<file path="src/rtl/mac_pkg.sv">
// Shared types and constants for the dot-product accumulator slice.
// Contents: accumulator FSM state enum, product width helpers and a
// saturation-constant function returning an all-ones word of a given width.
package mac_pkg;

    typedef enum logic {
        ACCUM  = 1'b0,
        OUTPUT = 1'b1
    } acc_state_t;

    // Upper bound on accumulator width supported by all_ones().
    localparam int MAX_ACC_WIDTH      = 128;
    localparam int DEFAULT_DATA_WIDTH = 16;

    function automatic int product_width(input int data_width);
        return 2 * data_width;
    endfunction

    localparam int PRODUCT_WIDTH = product_width(DEFAULT_DATA_WIDTH);

    // Returns a word with the low 'width' bits set; callers slice it down.
    function automatic logic [MAX_ACC_WIDTH-1:0] all_ones(input int width);
        logic [MAX_ACC_WIDTH-1:0] r;
        r = '0;
        for (int i = 0; i < MAX_ACC_WIDTH; i++) begin
            if (i < width) begin
                r[i] = 1'b1;
            end
        end
        return r;
    endfunction

endpackage

</file>
<file path="src/rtl/product_pipe_reg.sv">
// One-entry valid/data/last pipeline register (stage 1 of the accumulator).
// Ports: load_i captures data_i/last_i, drain_i empties the entry, clear_i
// empties it with highest priority; vld_o/data_o/last_o expose the entry.
module product_pipe_reg #(
    parameter int WIDTH = 32
) (
    input  logic             clk,
    input  logic             rst_n,
    input  logic             load_i,
    input  logic             drain_i,
    input  logic             clear_i,
    input  logic [WIDTH-1:0] data_i,
    input  logic             last_i,
    output logic             vld_o,
    output logic [WIDTH-1:0] data_o,
    output logic             last_o
);

    logic             vld_q,  vld_d;
    logic [WIDTH-1:0] data_q, data_d;
    logic             last_q, last_d;

    // A load in the same cycle as a drain replaces the entry, which is what
    // gives one product per cycle while accumulating.
    always_comb begin
        vld_d  = vld_q;
        data_d = data_q;
        last_d = last_q;
        if (clear_i) begin
            vld_d = 1'b0;
        end else if (load_i) begin
            vld_d  = 1'b1;
            data_d = data_i;
            last_d = last_i;
        end else if (drain_i) begin
            vld_d = 1'b0;
        end
    end

    always_ff @(posedge clk or negedge rst_n) begin
        if (!rst_n) begin
            vld_q  <= 1'b0;
            data_q <= '0;
            last_q <= 1'b0;
        end else begin
            vld_q  <= vld_d;
            data_q <= data_d;
            last_q <= last_d;
        end
    end

    assign vld_o  = vld_q;
    assign data_o = data_q;
    assign last_o = last_q;

endmodule

</file>
<file path="src/rtl/dot_product_accumulator.sv">
// Registers multiplier products, sums each last-delimited packet into a
// saturating accumulator and presents sum/count/overflow on valid/ready.
// Ports: product/product_valid/product_last/product_ready in, result*
// with result_valid/result_ready out, sync_clear aborts the current packet.
module dot_product_accumulator
    import mac_pkg::*;
#(
    parameter int DATA_WIDTH  = PRODUCT_WIDTH / 2,
    parameter int ACC_WIDTH   = 40,
    parameter int COUNT_WIDTH = 8
) (
    input  logic                    clk,
    input  logic                    rst_n,
    input  logic                    sync_clear,
    input  logic [2*DATA_WIDTH-1:0] product,
    input  logic                    product_valid,
    input  logic                    product_last,
    output logic                    product_ready,
    output logic [ACC_WIDTH-1:0]    result,
    output logic [COUNT_WIDTH-1:0]  result_count,
    output logic                    result_overflow,
    output logic                    result_valid,
    input  logic                    result_ready
);

    localparam int                       PW        = product_width(DATA_WIDTH);
    localparam logic [MAX_ACC_WIDTH-1:0] ONES_FULL = all_ones(ACC_WIDTH);
    localparam logic [ACC_WIDTH-1:0]     ACC_MAX   = ONES_FULL[ACC_WIDTH-1:0];
    localparam logic [COUNT_WIDTH-1:0]   CNT_MAX   = '1;

    acc_state_t             state_q, state_d;
    logic [ACC_WIDTH-1:0]   acc_q,   acc_d;
    logic [COUNT_WIDTH-1:0] count_q, count_d;
    logic                   ovf_q,   ovf_d;

    logic          s1_valid;
    logic [PW-1:0] s1_product;
    logic          s1_last;
    logic          accept;
    logic          consume;
    logic [ACC_WIDTH:0] sum;

    // sync_clear drops any product offered in the same cycle.
    assign product_ready = !sync_clear && ((state_q == ACCUM) || !s1_valid);
    assign accept        = product_valid && product_ready;
    assign consume       = (state_q == ACCUM) && s1_valid;

    product_pipe_reg #(
        .WIDTH (PW)
    ) u_stage1 (
        .clk     (clk),
        .rst_n   (rst_n),
        .load_i  (accept),
        .drain_i (consume),
        .clear_i (sync_clear),
        .data_i  (product),
        .last_i  (product_last),
        .vld_o   (s1_valid),
        .data_o  (s1_product),
        .last_o  (s1_last)
    );

    // One spare bit catches the carry out; an already-saturated acc plus any
    // product either carries or stays all-ones, so saturation is sticky.
    assign sum = {1'b0, acc_q} + {{(ACC_WIDTH + 1 - PW){1'b0}}, s1_product};

    always_comb begin
        state_d = state_q;
        acc_d   = acc_q;
        count_d = count_q;
        ovf_d   = ovf_q;
        if (sync_clear) begin
            state_d = ACCUM;
            acc_d   = '0;
            count_d = '0;
            ovf_d   = 1'b0;
        end else begin
            case (state_q)
                ACCUM: begin
                    if (consume) begin
                        if (sum[ACC_WIDTH]) begin
                            acc_d = ACC_MAX;
                            ovf_d = 1'b1;
                        end else begin
                            acc_d = sum[ACC_WIDTH-1:0];
                        end
                        if (count_q != CNT_MAX) begin
                            count_d = count_q + 1'b1;
                        end
                        if (s1_last) begin
                            state_d = OUTPUT;
                        end
                    end
                end
                OUTPUT: begin
                    if (result_ready) begin
                        state_d = ACCUM;
                        acc_d   = '0;
                        count_d = '0;
                        ovf_d   = 1'b0;
                    end
                end
                default: state_d = ACCUM;
            endcase
        end
    end

    always_ff @(posedge clk or negedge rst_n) begin
        if (!rst_n) begin
            state_q <= ACCUM;
            acc_q   <= '0;
            count_q <= '0;
            ovf_q   <= 1'b0;
        end else begin
            state_q <= state_d;
            acc_q   <= acc_d;
            count_q <= count_d;
            ovf_q   <= ovf_d;
        end
    end

    assign result_valid    = (state_q == OUTPUT);
    assign result          = acc_q;
    assign result_count    = count_q;
    assign result_overflow = ovf_q;

endmodule
</file>
<file path="config.mk">
export PLATFORM = sky130hd
export DESIGN_NAME = dot_product_accumulator
export DESIGN_NICKNAME = d
export VERILOG_FILES = /design/src/rtl/mac_pkg.sv /design/src/rtl/product_pipe_reg.sv /design/src/rtl/dot_product_accumulator.sv
export SDC_FILE = /design/constraint.sdc
export NUM_CORES = 1
export LEC_CHECK = 0
export CAP_MARGIN = 20
export CORE_ASPECT_RATIO = 1.4
export CORE_MARGIN = 2
export CORE_UTILIZATION = 54
export DETAILED_ROUTE_END_ITERATION = 8
export PLACE_DENSITY = 0.81
export SYNTH_ARGS = -nofsm -noshare
export SYNTH_HDL_FRONTEND = slang
export SYNTH_SLANG_ARGS = --single-unit
</file>
<file path="constraint.sdc">
create_clock -name clk -period 3.43 [get_ports clk]
set_clock_uncertainty 0.05 [all_clocks]
set_input_delay 0.343 -clock clk [delete_from_list [all_inputs] [get_ports clk]]
set_output_delay 0.343 -clock clk [all_outputs]
set_load 0.03 [all_outputs]
</file>
; Word level (Yosys, flattened, before mapping)
; Index checks and enable logic that the tools add are counted.
[totals]
reg_bits = 84
in_bits = 38
out_inout_bits = 51
word_cells = 50
[classes]
addsub = 2
eq_ne = 5
muxes = 23
bitwise = 2
reduce_logical = 11
[ops]
columns = operator, count
row1 = 40-bit two-way mux, 4
row2 = 40-bit case mux with 2 select lines, 1
row3 = 40-bit by 32-bit adder with 41-bit output, 1
row4 = 8-bit two-way mux, 4
row5 = 8-bit case mux with 2 select lines, 1
row6 = 1-bit two-way mux, 11
row7 = 3-bit inequality test (second input constant), 3
row8 = 8-bit by 1-bit adder with 8-bit output (second input constant), 1
row9 = 8-bit inequality test (second input constant), 1
row10 = 3-bit AND reduction, 2
row11 = 1-bit case mux with 2 select lines, 2
row12 = 2-bit AND reduction, 2
row13 = 1-bit logical AND, 3
row14 = 3-bit by 2-bit inequality test with 1-bit output (second input constant), 1
row15 = 3-bit nonzero test, 1
row16 = 1-bit zero test, 2
row17 = 1-bit inverter, 2
row18 = 1-bit logical OR, 1

; Longest topological paths before layout
; Gate-level depths: netlist of run 1.
[logic_depth]
depth_word = 6
mapped_depth = 11
depth_no_buf = 10

; Cells and area by module
; From an unflattened synthesis of run 1, not the netlist that was laid out.
[unflattened]
cells_unflattened = 572
area_unflattened_um2 = 5510.3
[modules_own_cells]
columns = mod, instances, cells_each, area_each_um2, seq_area_each_um2
row1 = dot_product_accumulator, 1, 497, 4075.2, 1251.2
row2 = product_pipe_reg, 1, 75, 1435.1, 850.8

; Worst setup path after synthesis of run 1
; Ideal clock, no wire load.
[synth_path]
kind = flip-flop to flip-flop
from = reg acc_q[0] (netlist: result[0])
to = reg acc_q[38] (netlist: result[38])
setup_ps = 136
arrival_ps = 2835
t_required_ps = 3244
path_slack_ps = 409
stages_incl_launch_ff = 11
path_buffers = 0
synth_period_minus_slack_ps = 3021
path_cell_list = dfrtp_1 > ha_1 > fa_1 > a211oi_2 > o21ai_1 > a221o_2 > a211oi_4 > o21ai_2 > a21oi_4 > mux2i_1 > o221ai_2
[synth_via]
elab_chain_len = 5
[synth_lines]
columns = item, line
row1 = start: declaration, dot_product_accumulator.sv:32  ; logic [ACC_WIDTH-1:0] acc_q, acc_d;
row2 = start signal: assignment, dot_product_accumulator.sv:111  ; acc_q <= '0;
row3 = start signal: assignment, dot_product_accumulator.sv:116  ; acc_q <= acc_d;
row4 = 40-bit by 32-bit adder with 41-bit output, dot_product_accumulator.sv:65  ; assign sum = {1'b0, acc_q} + {{(ACC_WIDTH + 1 - PW){1'b0}}, s1_product};
row5 = 40-bit two-way mux, dot_product_accumulator.sv:81  ; if (sum[ACC_WIDTH]) begin
row6 = 40-bit two-way mux, dot_product_accumulator.sv:80  ; if (consume) begin
row7 = 40-bit case mux with 2 select lines, dot_product_accumulator.sv:78  ; case (state_q)
row8 = 40-bit two-way mux, dot_product_accumulator.sv:72  ; if (sync_clear) begin
; Every way passes these cells. The select of a mux whose other input is x is not followed.
; A chain may end at the register's enable or synchronous reset.

; Worst setup path in the final report of run 1
[layout_path]
from = reg acc_q[0] (netlist: result[0])
to = reg acc_q[6] (netlist: result[6])
; The elaborated chain is that of the path after synthesis.

==> key figures, run 1 <==
Detailed routing
  – DRT Wirelength: 13700 µm
  – Vias per cell: 5.90
  – Antenna-violating nets left: 0
  – WL per Instance: 17.2 µm
  – Via count: 4682
  – Pre-Repair DR Iteration Count: 4
  – Initial DRC Count: 311
  – Post-route DRC: 0

GRT
  – Initial antenna violation count: 0
  – Pin count of the biggest net entering global routing: 85
  – Vias in the first global route: 4757
  – GRT Total Usage: 0.263
  – Global route total overflow: 0
  – First-pass GRT wire length: 22400 µm

Final layout
  – Most common cell after layout, fill and taps aside: clkdlybuf4s50_1
  – FILL cells: 796
  – Register area: 2100 µm²
  – # nets final: 727
  – Multi-input gate area: 3130 µm²
  – Final cell count without fillers: 794
  – P&R area growth vs syn: 23.4%
  – Commonest cells after routing, fill and taps aside: clkdlybuf4s50_1, nand2_1, dfrtp_1
  – Layout cells sized above 1: 0.118
  – Ant diodes: 0

Floorplan
  – Die Ht: 123 µm
  – # rows: 43
  – Horiz. Die Dim: about 90 µm
  – Starting Density: 0.550
  – Top Ports: slightly below 90
  – Core footprint: 9850 µm²
  – Die area: 10900 µm²

Setup path
  – Critical Path Source Type: flip-flop
  – Data arrival, critical path: 3.36 ns
  – CP max FO: 13
  – WS Path Type: reg -> reg
  – Worst setup EP type: flip-flop
  – Critical Path RT: 3.61 ns

Placement
  – GPL Wtd Cong: 0.871
  – Placed Instances: 777
  – Port Buf Inserts: 88
  – DP HPWL: roughly 10000 µm
  – Dpl ws: 0.185 ns

Clocking
  – CTS max path bufs: 2
  – CTS HTree Levels: 3
  – Clock Tree Root: clkbuf_16
  – Clock Sinks: 84
  – Clk pin slew, worst setup/hold paths: 0.06 ns
  – Worst-Skew Late Latency: 0.34 ns
  – CTS tree: done
  – TritonCTS buffer count: 9

Timing
  – Worst-Margin Slew: approximately 0.73 ns
  – Final min period: 3.18 ns
  – Final period utilization: 0.928
  – Final-report max-slew violation count: 0
  – Slew margin rel.: 0.500
  – Hold_ws: 0.461 ns
  – Final Hold Vio Count: 0
  – F_max: 314 MHz
  – TNS Setup: 0 ns
  – Setup ws final: approximately 0.25 ns
  – RSZ-0062 raised after global routing: false
  – Setup-failing EPs final: 0

Power and ir drop
  – Power per cell area: 499 nW/µm²
  – Leak: between 3 and 4 nW
  – Maximum vdd ir drop: 0.284 mV

Synthesis
  – Synth Area per Inst: 9.51 µm²
  – Asr flop ratio synth: 1.00
  – Gate Count Post-Synth: 570
  – Yosys reg bits: 84
  – Mapped cell area: 5420 µm²
  – Seq/Total Area, Yosys: 0.388
  – Yosys warns: 0
  – Synth unique cells: 71
  – Post-synth EDFFs: 0
  – Top_reg_cell synth: dfrtp_1
  – Mapped Nets: 642

Flow run
  – Max Cap Viol: 0

Hold path
  – Hold Path Class: reg -> reg

Outcome
  – Status: complete, no violations
routing by layer:
layer,track usage,part of all wire,vias to the layer above
met5,0,0,-
met3,0.0457,0.046,22
met4,0.0994,0.023,0
met1,0.312,0.40,2284
li1,-,-,2247
met2,0.466,0.53,129
per-stage QoR:
step                power [mW]   util  instance area, µm²
floorplan                 2.04      -                5420
global placement          2.34  0.646                6360
detailed placement        2.37  0.646                6360
CTS                       3.34  0.676                6660
global route              3.51  0.679                6690
finish                    3.33  0.679                6690
cell type report:
cell class	instances	area share
repair buffers	97	0.144
clock inverters	5	0.00917
well taps	135	0.0253
flip-flops and latches	84	0.314
inverters	10	0.00561
multi-input cells	453	0.468
clock buffers	10	0.0342
worst paths after layout:
check,from,endpoint,slack [ns],cells past startpoint
hold / removal,u_stage1.data_o[6]$_DFFE_PN0P_,u_stage1.data_o[6]$_DFFE_PN0P_,0.46,1
min in group asynchronous,rst_n,result[23]$_DFFE_PN0P_,0.49,2
setup / recovery,result[0]$_DFFE_PN0P_,result[6]$_DFFE_PN0P_,0.25,11
hold reg to reg,u_stage1.data_o[6]$_DFFE_PN0P_,u_stage1.data_o[6]$_DFFE_PN0P_,0.46,1
setup reg to reg,result[0]$_DFFE_PN0P_,result[6]$_DFFE_PN0P_,0.25,11
max in group asynchronous,rst_n,result_count[0]$_DFFE_PN0P_,2.22,3
registers in the layout, summed over array words and instances (netlist names):
register         cells
result_overflow      1
result_count         8
u_stage1.vld_o       1
u_stage1.last_o      1
result              40
result_valid         1
u_stage1.data_o     32
critical path, cell delays in order, from the launching register on:
cell	delay [ns]
dfrtp_1	0.41
ha_1	0.24
fa_1	0.44
a211oi_2	0.28
o21ai_1	0.10
a221o_2	0.44
a211oi_4	0.31
o211a_1	0.22
nor2_2	0.13
buf_4	0.24
o21ai_1	0.14
nand2_1	0.07
cell families after synthesis:
logic type | share of synthesized area
buffers and inverters | 0.0358
xor gates and xnor gates | 0.0533
muxes | 0.0762
DFF | 0.388
and+or+nand+nor | 0.165
adders and majority gates | 0.0799
AOI/OAI and AO/OA | 0.202
cells in the mapped netlist (all sizes together) (12+ instances only):
library cell / instances / area (µm²)
nand2: 85 / 327
dfrtp: 84 / 2100
a21oi: 48 / 270
o21ai: 44 / 224
mux2: 34 / 383
ha: 33 / 413
nor2: 32 / 120
xnor2: 19 / 166
nand3: 17 / 85.1
buf: 14 / 101
xor2: 14 / 123
and3: 12 / 77.6
nand4: 12 / 75.1
where the power goes:
group | leakage, nW | total (mW) | internal, mW | switching, mW
Combinational | 1.83 | 1.18 | 0.505 | 0.673
Clock | 0.131 | 0.966 | 0.563 | 0.403
Sequential | 1.08 | 1.19 | 1.10 | 0.0918
Total | 3.04 | 3.33 | 2.17 | 1.17
timing repair:
item	in CTS	in global routing
resized for setup	0	1
setup endpoints to repair	0	4
endpoints found under the hold margin	0	29
hold buffers	0	1
buffers inserted	0	0
Note: power is estimated with default switching activity, not from simulation.
==> run 2, diff against run 1 <==
--- a/config.mk
+++ b/config.mk
@@ -10,7 +10,9 @@
 export CORE_MARGIN = 2
 export CORE_UTILIZATION = 54
 export DETAILED_ROUTE_END_ITERATION = 8
+export GPL_ROUTABILITY_DRIVEN = 0
 export PLACE_DENSITY = 0.81
+export SKIP_LAST_GASP = 1
 export SYNTH_ARGS = -nofsm -noshare
 export SYNTH_HDL_FRONTEND = slang
 export SYNTH_SLANG_ARGS = --single-unit
==> run 2 against run 1 <==
Largest power group unchanged. Non-clock buffer count is 3 lower. Worst setup slack worse by 0.012 ns. Global-route usage shrank 0.46 points. Sequential power about the same. Clock-buffer cell count fell by 1. Sequential cell count did not move. Routed wire length fell by 1.6%. Hold slack worse by 0.066 ns. Register-to-register slack about the same. Highest routed layer unchanged. Sequential share of layout area is essentially flat. Cell count is 0.25% lower. Combinational power barely moved.
==> key figures, run 2 (synthesized netlist as in run 1, its figures left out) <==
Outcome
  – Status: complete, no violations

Timing
  – TNS Setup: 0 ns
  – F_max: 313 MHz
  – Setup ws final: 0.235 ns
  – Final min period: 3.19 ns
  – Final period utilization: 0.931
  – Setup-failing EPs final: 0
  – Final Hold Vio Count: 0
  – Final-report max-slew violation count: 0
  – Worst-Margin Slew: 0.671 ns
  – Slew margin rel.: 0.550
  – RSZ-0062 raised after global routing: false

Final layout
  – Ant diodes: 0
  – Most common cell after layout, fill and taps aside: clkdlybuf4s50_1
  – Finished Core Util: 0.680
  – # nets final: 724
  – Layout cells sized above 1: 0.117
  – P&R area growth vs syn: 23.5%
  – Commonest cells after routing, fill and taps aside: clkdlybuf4s50_1, nand2_1, dfrtp_1
  – Final instance area: between 6000 and 7000 µm²
  – Max FFs per register: 40

Power and ir drop
  – Final Total Pwr: 3.35 mW
  – Clock network fraction of total power: 0.300
  – P_int: 2.17 mW
  – Combinational power share: 0.345
  – Sw frac: 0.352
  – Leak: 3.05 nW
  – Maximum vdd ir drop: 0.369 mV
  – Sequential cell fraction of total power: 0.355
  – Switching power total: 1.18 mW
  – Power per cell area: 501 nW/µm²

Floorplan
  – Starting Density: 0.550
  – # rows: 43
  – Die Ht: 123 µm
  – Top Ports: 89
  – Horiz. Die Dim: just under 90 µm
  – Die area: about 11000 µm²
  – Core footprint: 9850 µm²

Placement
  – Dpl ws: 0.203 ns
  – DP HPWL: 9540 µm
  – Port Buf Inserts: between 80 and 90
  – Post-place instance area: 6340 µm²

Clocking
  – Setup Fix Bufs, Post-CTS: 0
  – Clock Sinks: between 80 and 90
  – Clk pin slew, worst setup/hold paths: 0.07 ns
  – CTS tree: done
  – Clock Tree Root: clkbuf_16
  – TritonCTS buffer count: 9
  – CTS max path bufs: 2
  – CTS HTree Levels: 3
  – Worst-Skew Late Latency: 0.34 ns

Setup path
  – Critical Path Source Type: flip-flop
  – Slowest CP cell: a221o_2
  – Worst setup EP type: flip-flop
  – CP Cell Sequence: ha_1 -> fa_1 -> a211oi_2 -> o21ai_1 -> a221o_2 -> a211oi_4 -> o211a_1 -> nor2_2 -> buf_4 -> o21ai_1 -> nand2_1
  – Cell family with most CP delay: compound AO/OA/AOI/OAI gates
  – Data arrival, critical path: 3.37 ns
  – Slowest Stage Delay on Critical Path: 0.45 ns
  – CP max FO: 13
  – Buf/Inv on CP: 1
  – WS Path Type: reg -> reg
  – Critical Path RT: around 3.6 ns
  – Most common cell on crit path: o21ai_1

GRT
  – Vias in the first global route: 4796
  – Pin count of the biggest net entering global routing: between 80 and 90
  – Initial antenna violation count: 0
  – Global route total overflow: 0
  – GRT Total Usage: 0.258
  – First-pass GRT wire length: 22000 µm

Detailed routing
  – Post-route DRC: 0
  – Metal1 wirelength: around 5300 µm
  – Initial DRC Count: 388
  – Detailed-routed wire length on met2: 6960 µm
  – DRT Wirelength: 13500 µm
  – Antenna-violating nets left: 0
  – Vias per cell: 5.97
  – Top layer in use: met4
  – WL per Instance: 17.0 µm
  – Via count: 4725
  – Pre-Repair DR Iteration Count: 5
  – Met3 WL: 654 µm

Flow run
  – Max Cap Viol: 0

Hold path
  – Hold Path Class: in -> async
-- run 2: cell types whose count changed in the layout (fill, tap and decap cells not counted), sizes merged --
cell | previous run | this run
buf | 9 | 6
clkinv | 0 | 3
clkinvlp | 3 | 1
clkbuf | 10 | 9
inv | 11 | 12
-- run 2: area by class of cell --
cell class,instances,area (µm²)
clock buffer,9,225
clock inverter,7,83.8
fill,771,3150
inverter,10,37.5
multi-input combinational,453,3130
sequential,84,2100
tap,135,169
timing repair buffer,94,946
-- run 2: what timing repair did --
| item | in CTS | in global routing |
|---|---|---|
| endpoints found under the setup margin | 0 | 2 |
| resized for setup | 0 | 1 |
| hold buffers | 0 | 1 |
| hold endpoints to repair | 0 | 23 |
-- run 2: power by group through the flow --
stage	Sequential [mW]	Combinational [mW]	Clock [mW]
detailed placement	1.21	1.14	0
finish	1.19	1.16	1.01
CTS	1.19	1.15	1.02
global placement	1.20	1.11	0
floorplan	1.28	0.760	0
global route	1.20	1.28	1.06
-- run 2: metal layers --
| metal | GRT usage | vias to the layer above |
|---|---|---|
| li1 | - | 2235 |
| met1 | 0.299 | 2277 |
| met2 | 0.450 | 167 |
| met3 | 0.0444 | 46 |
| met4 | 0.131 | 0 |
| met5 | 0 | - |
-- run 2: per-stage QoR --
stage / std cells / hold slack [ns]
6_report: 792 / 0.395
5_1_grt: 792 / 0.431
4_1_cts: 790 / 0.193
3_5_place_dp: 774 / 0.444
3_3_place_gp: 774 / 0.430
2_1_floorplan: 570 / -0.00259
-- run 2: path summary, 6_finish.rpt --
check                           slack, ns  cells after the start                     end             startpoint
worst min register to register       0.46                      2   result[7]$_DFFE_PN0P_  result[7]$_DFFE_PN0P_
worst min-delay path                 0.40                      2  result[21]$_DFFE_PN0P_                  rst_n
min in group clk                     0.46                      2   result[7]$_DFFE_PN0P_  result[7]$_DFFE_PN0P_
worst max-delay path                 0.24                     11  result[11]$_DFFE_PN0P_  result[0]$_DFFE_PN0P_
worst max register to register       0.24                     11  result[11]$_DFFE_PN0P_  result[0]$_DFFE_PN0P_
max in group asynchronous            2.33                      3   result[2]$_DFFE_PN0P_                  rst_n
